[config.mk]
export PLATFORM = sky130hd
export DESIGN_NAME = mini_core_accel_cr_ctrl
export DESIGN_NICKNAME = d
export VERILOG_FILES = /design/src/rtl/mini_core_accel_cr_ctrl.sv
export SDC_FILE = /design/constraint.sdc
export NUM_CORES = 1
export LEC_CHECK = 0
export BUFFER_PORTS_ARGS = -buffer_cell sky130_fd_sc_hd__buf_4
export CAP_MARGIN = 20
export CORE_UTILIZATION = 54
export CTS_BUF_LIST = sky130_fd_sc_hd__clkbuf_4 sky130_fd_sc_hd__clkbuf_8
export DETAILED_ROUTE_END_ITERATION = 8
export GPL_ROUTABILITY_DRIVEN = 0
export PLACE_DENSITY_LB_ADDON = 0.05
export SLEW_MARGIN = 0
export SYNTH_ARGS = -nofsm -noshare
export SYNTH_HDL_FRONTEND = slang
export SYNTH_SLANG_ARGS = --single-unit
[constraint.sdc]
create_clock -name Clk -period 3.4 [get_ports Clk]
set_clock_uncertainty 0.15 [all_clocks]
set_input_delay 0.34 -clock Clk [delete_from_list [all_inputs] [get_ports Clk]]
set_output_delay 0.34 -clock Clk [all_outputs]
set_load 0.01 [all_outputs]
[src/rtl/mini_core_accel_cr_ctrl.sv]
`default_nettype none
// ============================================================================
// Module   : mini_core_accel_cr_ctrl
// Purpose  : Control-register bank between the mini_core data-memory port and
//            an NUM_CH-channel accelerator farm. Each channel owns a
//            start/busy/done handshake FSM, captures its result on completion
//            and reports sticky, clear-on-read status.
// Ports    : Clk         - clock, all state updates on the rising edge
//            Rst         - synchronous active-low reset
//            data        - core write data (32)
//            address     - core byte address (32)
//            wren/rden   - core write / read strobes
//            q           - registered read data, holds while rden is low
//            acc_operand - per-channel {multiplicand, multiplier}
//            acc_start   - per-channel one-cycle start pulse (registered)
//            acc_result  - per-channel result, valid with acc_done
//            acc_done    - per-channel completion pulse
//            irq         - registered OR of all channel done bits
// Option   : MINI_CORE_ACCEL_CR_TIMEOUT_EN adds a per-channel watchdog that
//            forces DONE with RESULT=0 and STATUS.err after TIMEOUT_CYC
//            busy cycles.
// Revision : 1.0 - initial release
// ============================================================================
module mini_core_accel_cr_ctrl #(
    parameter int          NUM_CH      = 8,
    parameter int          DATA_W      = 8,
    parameter logic [31:0] CR_BASE     = 32'h00FE_0000,
    parameter int          TIMEOUT_CYC = 1024
) (
    input  logic                       Clk,
    input  logic                       Rst,
    input  logic [31:0]                data,
    input  logic [31:0]                address,
    input  logic                       wren,
    input  logic                       rden,
    output logic [31:0]                q,
    output logic [NUM_CH*2*DATA_W-1:0] acc_operand,
    output logic [NUM_CH-1:0]          acc_start,
    input  logic [NUM_CH*2*DATA_W-1:0] acc_result,
    input  logic [NUM_CH-1:0]          acc_done,
    output logic                       irq
);

    localparam int          c_OP_W    = 2 * DATA_W;
    localparam logic [31:0] c_SUM_OFF = 32'(NUM_CH * 16);
    localparam logic [1:0]  c_S_IDLE  = 2'd0;
    localparam logic [1:0]  c_S_BUSY  = 2'd1;
    localparam logic [1:0]  c_S_DONE  = 2'd2;

    // Address decode: offset within the window, word select inside a channel.
    logic [31:0]              w_off;
    logic                     w_in_ch;
    logic                     w_is_sum;
    logic [1:0]               w_word;
    logic [NUM_CH-1:0]        w_sel;
    logic [NUM_CH-1:0]        w_go;
    logic [NUM_CH-1:0]        w_done_vec;
    logic [NUM_CH-1:0]        w_done_nxt;
    logic [NUM_CH-1:0][31:0]  w_rd_ch;
    logic [31:0]              w_rdata;
    logic                     w_unused;

    assign w_off    = address - CR_BASE;
    // Only word-aligned addresses map to registers.
    assign w_in_ch  = (w_off < c_SUM_OFF) && (w_off[1:0] == 2'b00);
    assign w_is_sum = (w_off == c_SUM_OFF);
    assign w_word   = w_off[3:2];
    assign w_unused = ^{data, 32'(TIMEOUT_CYC)};

    for (genvar c = 0; c < NUM_CH; c++) begin : g_ch
        localparam logic [3:0] c_IDX = 4'(c);

        logic              w_wr_op;
        logic              w_wr_ctrl;
        logic              w_rd_stat;
        logic              w_expire;
        logic [1:0]        r_state;
        logic [1:0]        w_state_nxt;
        logic              w_capture;
        logic              w_start;
        logic              w_ovr_set;
        logic              w_tmo;
        logic [c_OP_W-1:0] r_op;
        logic [c_OP_W-1:0] r_res;
        logic              r_ovr;
        logic              r_err;

        assign w_sel[c]  = w_in_ch && (w_off[7:4] == c_IDX);
        assign w_wr_op   = wren && w_sel[c] && (w_word == 2'd0);
        assign w_wr_ctrl = wren && w_sel[c] && (w_word == 2'd1);
        assign w_rd_stat = rden && w_sel[c] && (w_word == 2'd2);

`ifdef MINI_CORE_ACCEL_CR_TIMEOUT_EN
        localparam int c_CNT_W = $clog2(TIMEOUT_CYC + 1);
        logic [c_CNT_W-1:0] r_cnt;

        always_ff @(posedge Clk) begin
            if (!Rst) begin
                r_cnt <= '0;
            end else if (w_start) begin
                r_cnt <= '0;
            end else if (r_state == c_S_BUSY) begin
                r_cnt <= r_cnt + 1'b1;
            end
        end
        // Expires on the busy cycle whose increment would reach TIMEOUT_CYC.
        assign w_expire = (r_state == c_S_BUSY) &&
                          (r_cnt == c_CNT_W'(TIMEOUT_CYC - 1));
`else
        assign w_expire = 1'b0;
`endif

        always_comb begin
            w_state_nxt = r_state;
            w_capture   = 1'b0;
            w_start     = 1'b0;
            w_ovr_set   = 1'b0;
            w_tmo       = 1'b0;
            case (r_state)
                c_S_IDLE: begin
                    if (w_wr_ctrl && data[0]) begin
                        w_state_nxt = c_S_BUSY;
                        w_start     = 1'b1;
                    end
                end
                c_S_BUSY: begin
                    // Completion beats both abort and watchdog expiry.
                    if (acc_done[c]) begin
                        w_state_nxt = c_S_DONE;
                        w_capture   = 1'b1;
                    end else if (w_wr_ctrl && data[1]) begin
                        w_state_nxt = c_S_IDLE;
                    end else if (w_expire) begin
                        w_state_nxt = c_S_DONE;
                        w_tmo       = 1'b1;
                    end
                    if ((w_wr_ctrl && data[0]) || w_wr_op) begin
                        w_ovr_set = 1'b1;
                    end
                end
                c_S_DONE: begin
                    // A restart takes precedence over the clearing status read.
                    if (w_wr_ctrl && data[0]) begin
                        w_state_nxt = c_S_BUSY;
                        w_start     = 1'b1;
                    end else if (w_rd_stat) begin
                        w_state_nxt = c_S_IDLE;
                    end
                end
                default: w_state_nxt = c_S_IDLE;
            endcase
        end

        always_ff @(posedge Clk) begin
            if (!Rst) begin
                r_state <= c_S_IDLE;
                r_op    <= '0;
                r_res   <= '0;
                r_ovr   <= 1'b0;
                r_err   <= 1'b0;
            end else begin
                r_state <= w_state_nxt;
                if (w_wr_op && (r_state != c_S_BUSY)) begin
                    r_op <= data[c_OP_W-1:0];
                end
                if (w_capture) begin
                    r_res <= acc_result[c*c_OP_W +: c_OP_W];
                end else if (w_tmo) begin
                    r_res <= '0;
                end
                if (w_ovr_set) begin
                    r_ovr <= 1'b1;
                end else if (w_rd_stat) begin
                    r_ovr <= 1'b0;
                end
                if (w_tmo) begin
                    r_err <= 1'b1;
                end else if (w_rd_stat) begin
                    r_err <= 1'b0;
                end
            end
        end

        assign w_go[c]       = w_start;
        assign w_done_vec[c] = (r_state == c_S_DONE);
        assign w_done_nxt[c] = (w_state_nxt == c_S_DONE);
        assign acc_operand[c*c_OP_W +: c_OP_W] = r_op;

        // Read view reflects pre-update state for same-cycle writes/events.
        assign w_rd_ch[c] =
            (w_word == 2'd0) ? 32'(r_op) :
            (w_word == 2'd2) ? {28'd0, r_err, r_ovr,
                                (r_state == c_S_DONE), (r_state == c_S_BUSY)} :
            (w_word == 2'd3) ? 32'(r_res) : 32'd0;
    end

    always_comb begin
        w_rdata = 32'd0;
        if (w_is_sum) begin
            w_rdata = 32'(w_done_vec);
        end
        for (int c = 0; c < NUM_CH; c++) begin
            if (w_sel[c]) begin
                w_rdata = w_rdata | w_rd_ch[c];
            end
        end
    end

    always_ff @(posedge Clk) begin
        if (!Rst) begin
            q         <= 32'd0;
            acc_start <= '0;
            irq       <= 1'b0;
        end else begin
            if (rden) begin
                q <= w_rdata;
            end
            acc_start <= w_go;
            irq       <= |w_done_nxt;
        end
    end

endmodule
`default_nettype wire

# == Word-level counts from Yosys, hierarchy flattened ==
# Cells that the tools add are included.
# op_classes
n_addsub,1
multipliers,0
div_mod_pow,0
n_lt_le_gt_ge,1
n_eq_ne,43
shift,0
mux,145
bitwise,8
n_reduce_logical,117
# ops
op,count
16-bit 2-to-1 mux,32
32-bit 2-to-1 mux,8
32-bit by 16-bit OR with 32-bit output,8
2-bit 2-to-1 mux,40
1-bit logical AND,73
1-bit 2-to-1 mux,56
2-bit one-hot mux with 3 select lines,8
2-bit == test (second input constant),18
32-bit by 8-bit == test with 1-bit output (second input constant),1
32-bit by 8-bit less-than comparator with 1-bit output (second input constant),1
32-bit by 24-bit subtractor with 32-bit output (second input constant),1
2-bit zero test,10
2-bit by 1-bit == test with 1-bit output (second input constant),9
4-bit by 3-bit == test with 1-bit output (second input constant),4
2-bit by 1-bit != test with 1-bit output (second input constant),8
2-bit AND reduction,8
2-bit nonzero test,8
2-bit OR reduction,8
4-bit by 2-bit == test with 1-bit output (second input constant),2
1-bit logical OR,8
8-bit 2-to-1 mux,1
8-bit OR reduction,1
4-bit by 1-bit == test with 1-bit output (second input constant),1
4-bit zero test,1
# word_totals
register_bits,321
latchBits,0
ram_bits,0
mem_bits_ro,0
inputBits,204
output_inout_bits,169
elab_cells,357
memories,0

# == Depth between registers and ports, before layout ==
# depth
word_depth,21
mapped_depth,11

# == Least setup slack after synthesis ==
# No wires, ideal clock.
# synth_timing
path_kind,input port to flip-flop
from,input address[17]
to,register g_ch[6].r_op[10]
arrival_time_ns,2.560
required_time_ns,3.118
setup_slack_ns,0.558
stages,10
path_cell_list,ha_1 -> nor4_1 -> nand3_1 -> or4_1 -> buf_4 -> nor4_2 -> nand3_2 -> buf_6 -> nand2_1 -> a21oi_1
# synth_via
elab_chain_cells,7
# synth_lines
item,line,text
start: declaration,33,"input logic [31:0] address,"
32-bit by 24-bit subtractor with 32-bit output,63,assign w_off = address - CR_BASE;
32-bit by 8-bit less-than comparator with 1-bit output,65,assign w_in_ch = (w_off < c_SUM_OFF) && (w_off[1:0] == 2'b00);
1-bit logical AND,65,
1-bit logical AND,88,assign w_sel[c] = w_in_ch && (w_off[7:4] == c_IDX);
1-bit logical AND (2 in series),89,assign w_wr_op = wren && w_sel[c] && (w_word == 2'd0);
1-bit logical AND,163,if (w_wr_op && (r_state != c_S_BUSY)) begin
end signal: assignment,164,r_op <= data[c_OP_W-1:0];
end: declaration,83,logic [c_OP_W-1:0] r_op;
# No other way between the ends.
# A chain may end at the register's enable or synchronous reset.

# == Final worst setup path ==
# layout_timing
from,input address[17]
to,register g_ch[3].r_op[15]
# layout_via
elab_chain_cells,7
# layout_lines
item,line
32-bit by 24-bit subtractor with 32-bit output,63
32-bit by 8-bit less-than comparator with 1-bit output,65
1-bit logical AND,65
1-bit logical AND,88
1-bit logical AND (2 in series),89
1-bit logical AND,163
end signal: assignment,164
end: declaration,83
# No other way between the ends.

==> flow_metrics.tcl <==
set metrics [dict create \
    syn_area_um2 13500 \
    die_h_um 160 \
    synthArstFlopShare_pct 0 \
    fin_crit_sh_pct 87.6 \
    vias_per_cell 6.14 \
    p_per_area_nw_per_um2 409 \
    max_slew_margin_pct 41.0 \
    vdd_drop_max_uv 320 \
    setup_violations 0 \
    synth_flop_cell "dfxtp_1" \
    seqCellArea_um2 6110 \
    clk_latency_ns 0.59 \
    leakagePower_nw 6.78 \
    required_ns 3.68 \
    critPathArrivalTime_ns 3.26 \
    crit_type "in -> reg" \
    dieArea_um2 25700 \
    final_hold_viol_count 0 \
    cts-buffers-inserted 49 \
    num_io_pins 373 \
    grt_pass1_vias 14800 \
    synth_edf_count 0 \
    cts_buffer_depth 3 \
    grt_antenna_before_repair 0 \
    multi_input_area_um2 6730 \
    period_needed_ns 2.98 \
    vias 15700 \
    fin_ws_ns 0.422 \
    coreArea_um2 24500 \
    drt_first_pass_iters 7 \
    h-tree-depth 2 \
    diodes 0 \
    drtAntennaViolNets 0 \
    start_kind "input pin" \
    post-dp-hpwl_um 37200 \
    clockRootBuffer "clkbuf_8" \
    synth_warnings 0 \
    nets 2408 \
    port_buffers 340 \
    cp_max_fo 16 \
    max_freq_mhz 336 \
    row_count 57 \
    hp-class "in -> reg" \
    synth-seq-cells 305 \
    cts.sink_count 305 \
    grt_pass1_wl_um 84200 \
    slew_viol_final 0 \
    synthToLayoutAreaGrowth_pct 38.7 \
    grt_usage_pct 42.3 \
    start_util_pct 55.3 \
    status "finished clean" \
    syn_avg_cell_area_um2 7.66 \
    drive_above_1_share_pct 22.3 \
    totalWireLength_um 55800 \
    rsz0062_at_grt "false" \
    dp_slack_ns -0.101 \
    grt_overflow 0 \
    grt_start_max_net_pins 147 \
    wl_per_cell_um 21.8 \
    drt_iter0_markers 2090 \
    drcViolationCount 0 \
    die_x_um 160 \
    synthDistinctLibCells 57 \
    tritoncts "yes" \
    clk_pin_slew_ns 0.06 \
    worst_pin_slew_ns 0.882 \
    ys_seq_area_share_pct 45.1 \
    fillers 1829 \
    crit_path_end_kind "register" \
    maxCapViolCount 0 \
    utilization_pct 76.7 \
    post-cts-setup-buffers 0 \
    synth_cells 1766 \
]
-- cells by family (layout without fill, tap and decap cells) --
kind of cell | Yosys count | in the layout | share of synthesized area, %
buf+inv | 169 | 628 | 5.62
mux | 24 | 24 | 1.85
xor+xnor | 1 | 1 | 0.0648
other cells | 1 | 16 | 0.0277
flops | 305 | 305 | 45.1
fa+ha+maj | 1 | 1 | 0.0925
simple gates | 721 | 721 | 23.3
compound gates | 544 | 544 | 23.9
-- sequential cells by signal (all words and copies together) (netlist names) --
| signal | count |
|---|---|
| g_ch.r_ovr | 8 |
| g_ch.r_state | 16 |
| g_ch.r_op | 128 |
| g_ch.r_res | 128 |
| q | 16 |
| acc_start | 8 |
| irq | 1 |
-- power by group --
group | internal (mW) | total (mW) | switching (mW)
sequential | 3.58 | 3.59 | 0.00781
clock | 1.94 | 3.42 | 1.48
combinational | 0.307 | 0.653 | 0.346
total | 5.83 | 7.67 | 1.83
-- final cells by class --
cell class | instances | share of cell area [%]
inverters | 7 | 0.180
clock inverters | 8 | 0.534
clock buffers | 80 | 5.14
flip-flops and latches | 305 | 32.6
multi-input cells | 1307 | 35.9
repair buffers | 533 | 23.6
well taps | 324 | 2.16
-- what timing repair did --
item	CTS	global route
gates resized for setup	0	0
endpoints found under the hold margin	263	0
hold buffers	154	0
-- worst max-delay path, stage by stage --
cell	delay, ns
buf_4	0.12
ha_1	0.30
nor4_1	0.27
nand3_1	0.21
or4_1	0.79
nor4_2	0.56
nand3_2	0.41
nand2_1	0.19
a21oi_1	0.07
-- cells in the final DEF (no fill, tap or decap), drive strengths merged, types with 16 or more instances in the layout --
master / count
a22oi: 107
nand2b: 17
o22ai: 46
a21oi: 281
clkbuf: 80
nor2: 54
nand2: 520
buf: 379
dlygate4sd3: 154
nor3: 41
dfxtp: 305
mux2i: 16
o21ai: 55
conb: 16
-- final timing paths --
| check | startpoint | to | slack, ns | cells past startpoint |
|---|---|---|---|---|
| max | address[17] | g_ch[3].r_op[15] | 0.42 | 9 |
| min | rden | q[0] | 0.04 | 2 |
| max reg2reg | g_ch[0].r_state[0] | irq | 1.08 | 6 |
| min reg2reg | g_ch[5].r_res[8] | g_ch[5].r_res[8] | 0.30 | 2 |
-- per-stage QoR --
stage          hold WS (ns)  std cells  power (mW)  TNS (ns)  area [um2]
5_1_grt              0.0428       2564        7.85         0       18800
4_1_cts              0.0159       2564        7.62         0       18800
6_report             0.0445       2564        7.67         0       18800
3_5_place_dp          0.296       2322        4.15     -1.40       16200
3_3_place_gp          0.290       2322        4.15         0       16200
2_1_floorplan         0.283       1781        3.88         0       13600
-- synth_stat cells, drive strengths merged, types with 3 or more instances --
cell    count  area share [%]
or3        12            0.56
nand3      14            0.67
a21oi     281              10
a22oi     107             5.9
nor2b       8            0.37
buf        54             2.4
and2       14            0.65
mux2        8            0.67
nand2b     17            0.79
a22o       14            0.91
and4        3            0.19
o22ai      46             2.1
o21ai      55             2.0
nand4      12            0.56
dfxtp     305              45
nor3       41             1.9
a211o       3            0.19
clkbuf    108             3.0
o22a        3            0.19
inv         7            0.19
a211oi      6            0.33
or2         3            0.14
nand2     520              14
a31oi       7            0.32
or4         3            0.17
nor4       12            0.92
a221oi      9            0.58
nor2       54             1.5
mux2i      16             1.2
-- per-layer routing --
layer | global-route usage [%] | share of wire [%]
met1 | 52.6 | 37
met2 | 68.0 | 46
met3 | 8.55 | 11
met4 | 24.9 | 6.1
met5 | 0 | 0
No activity file was read; power rests on OpenSTA's default activity.
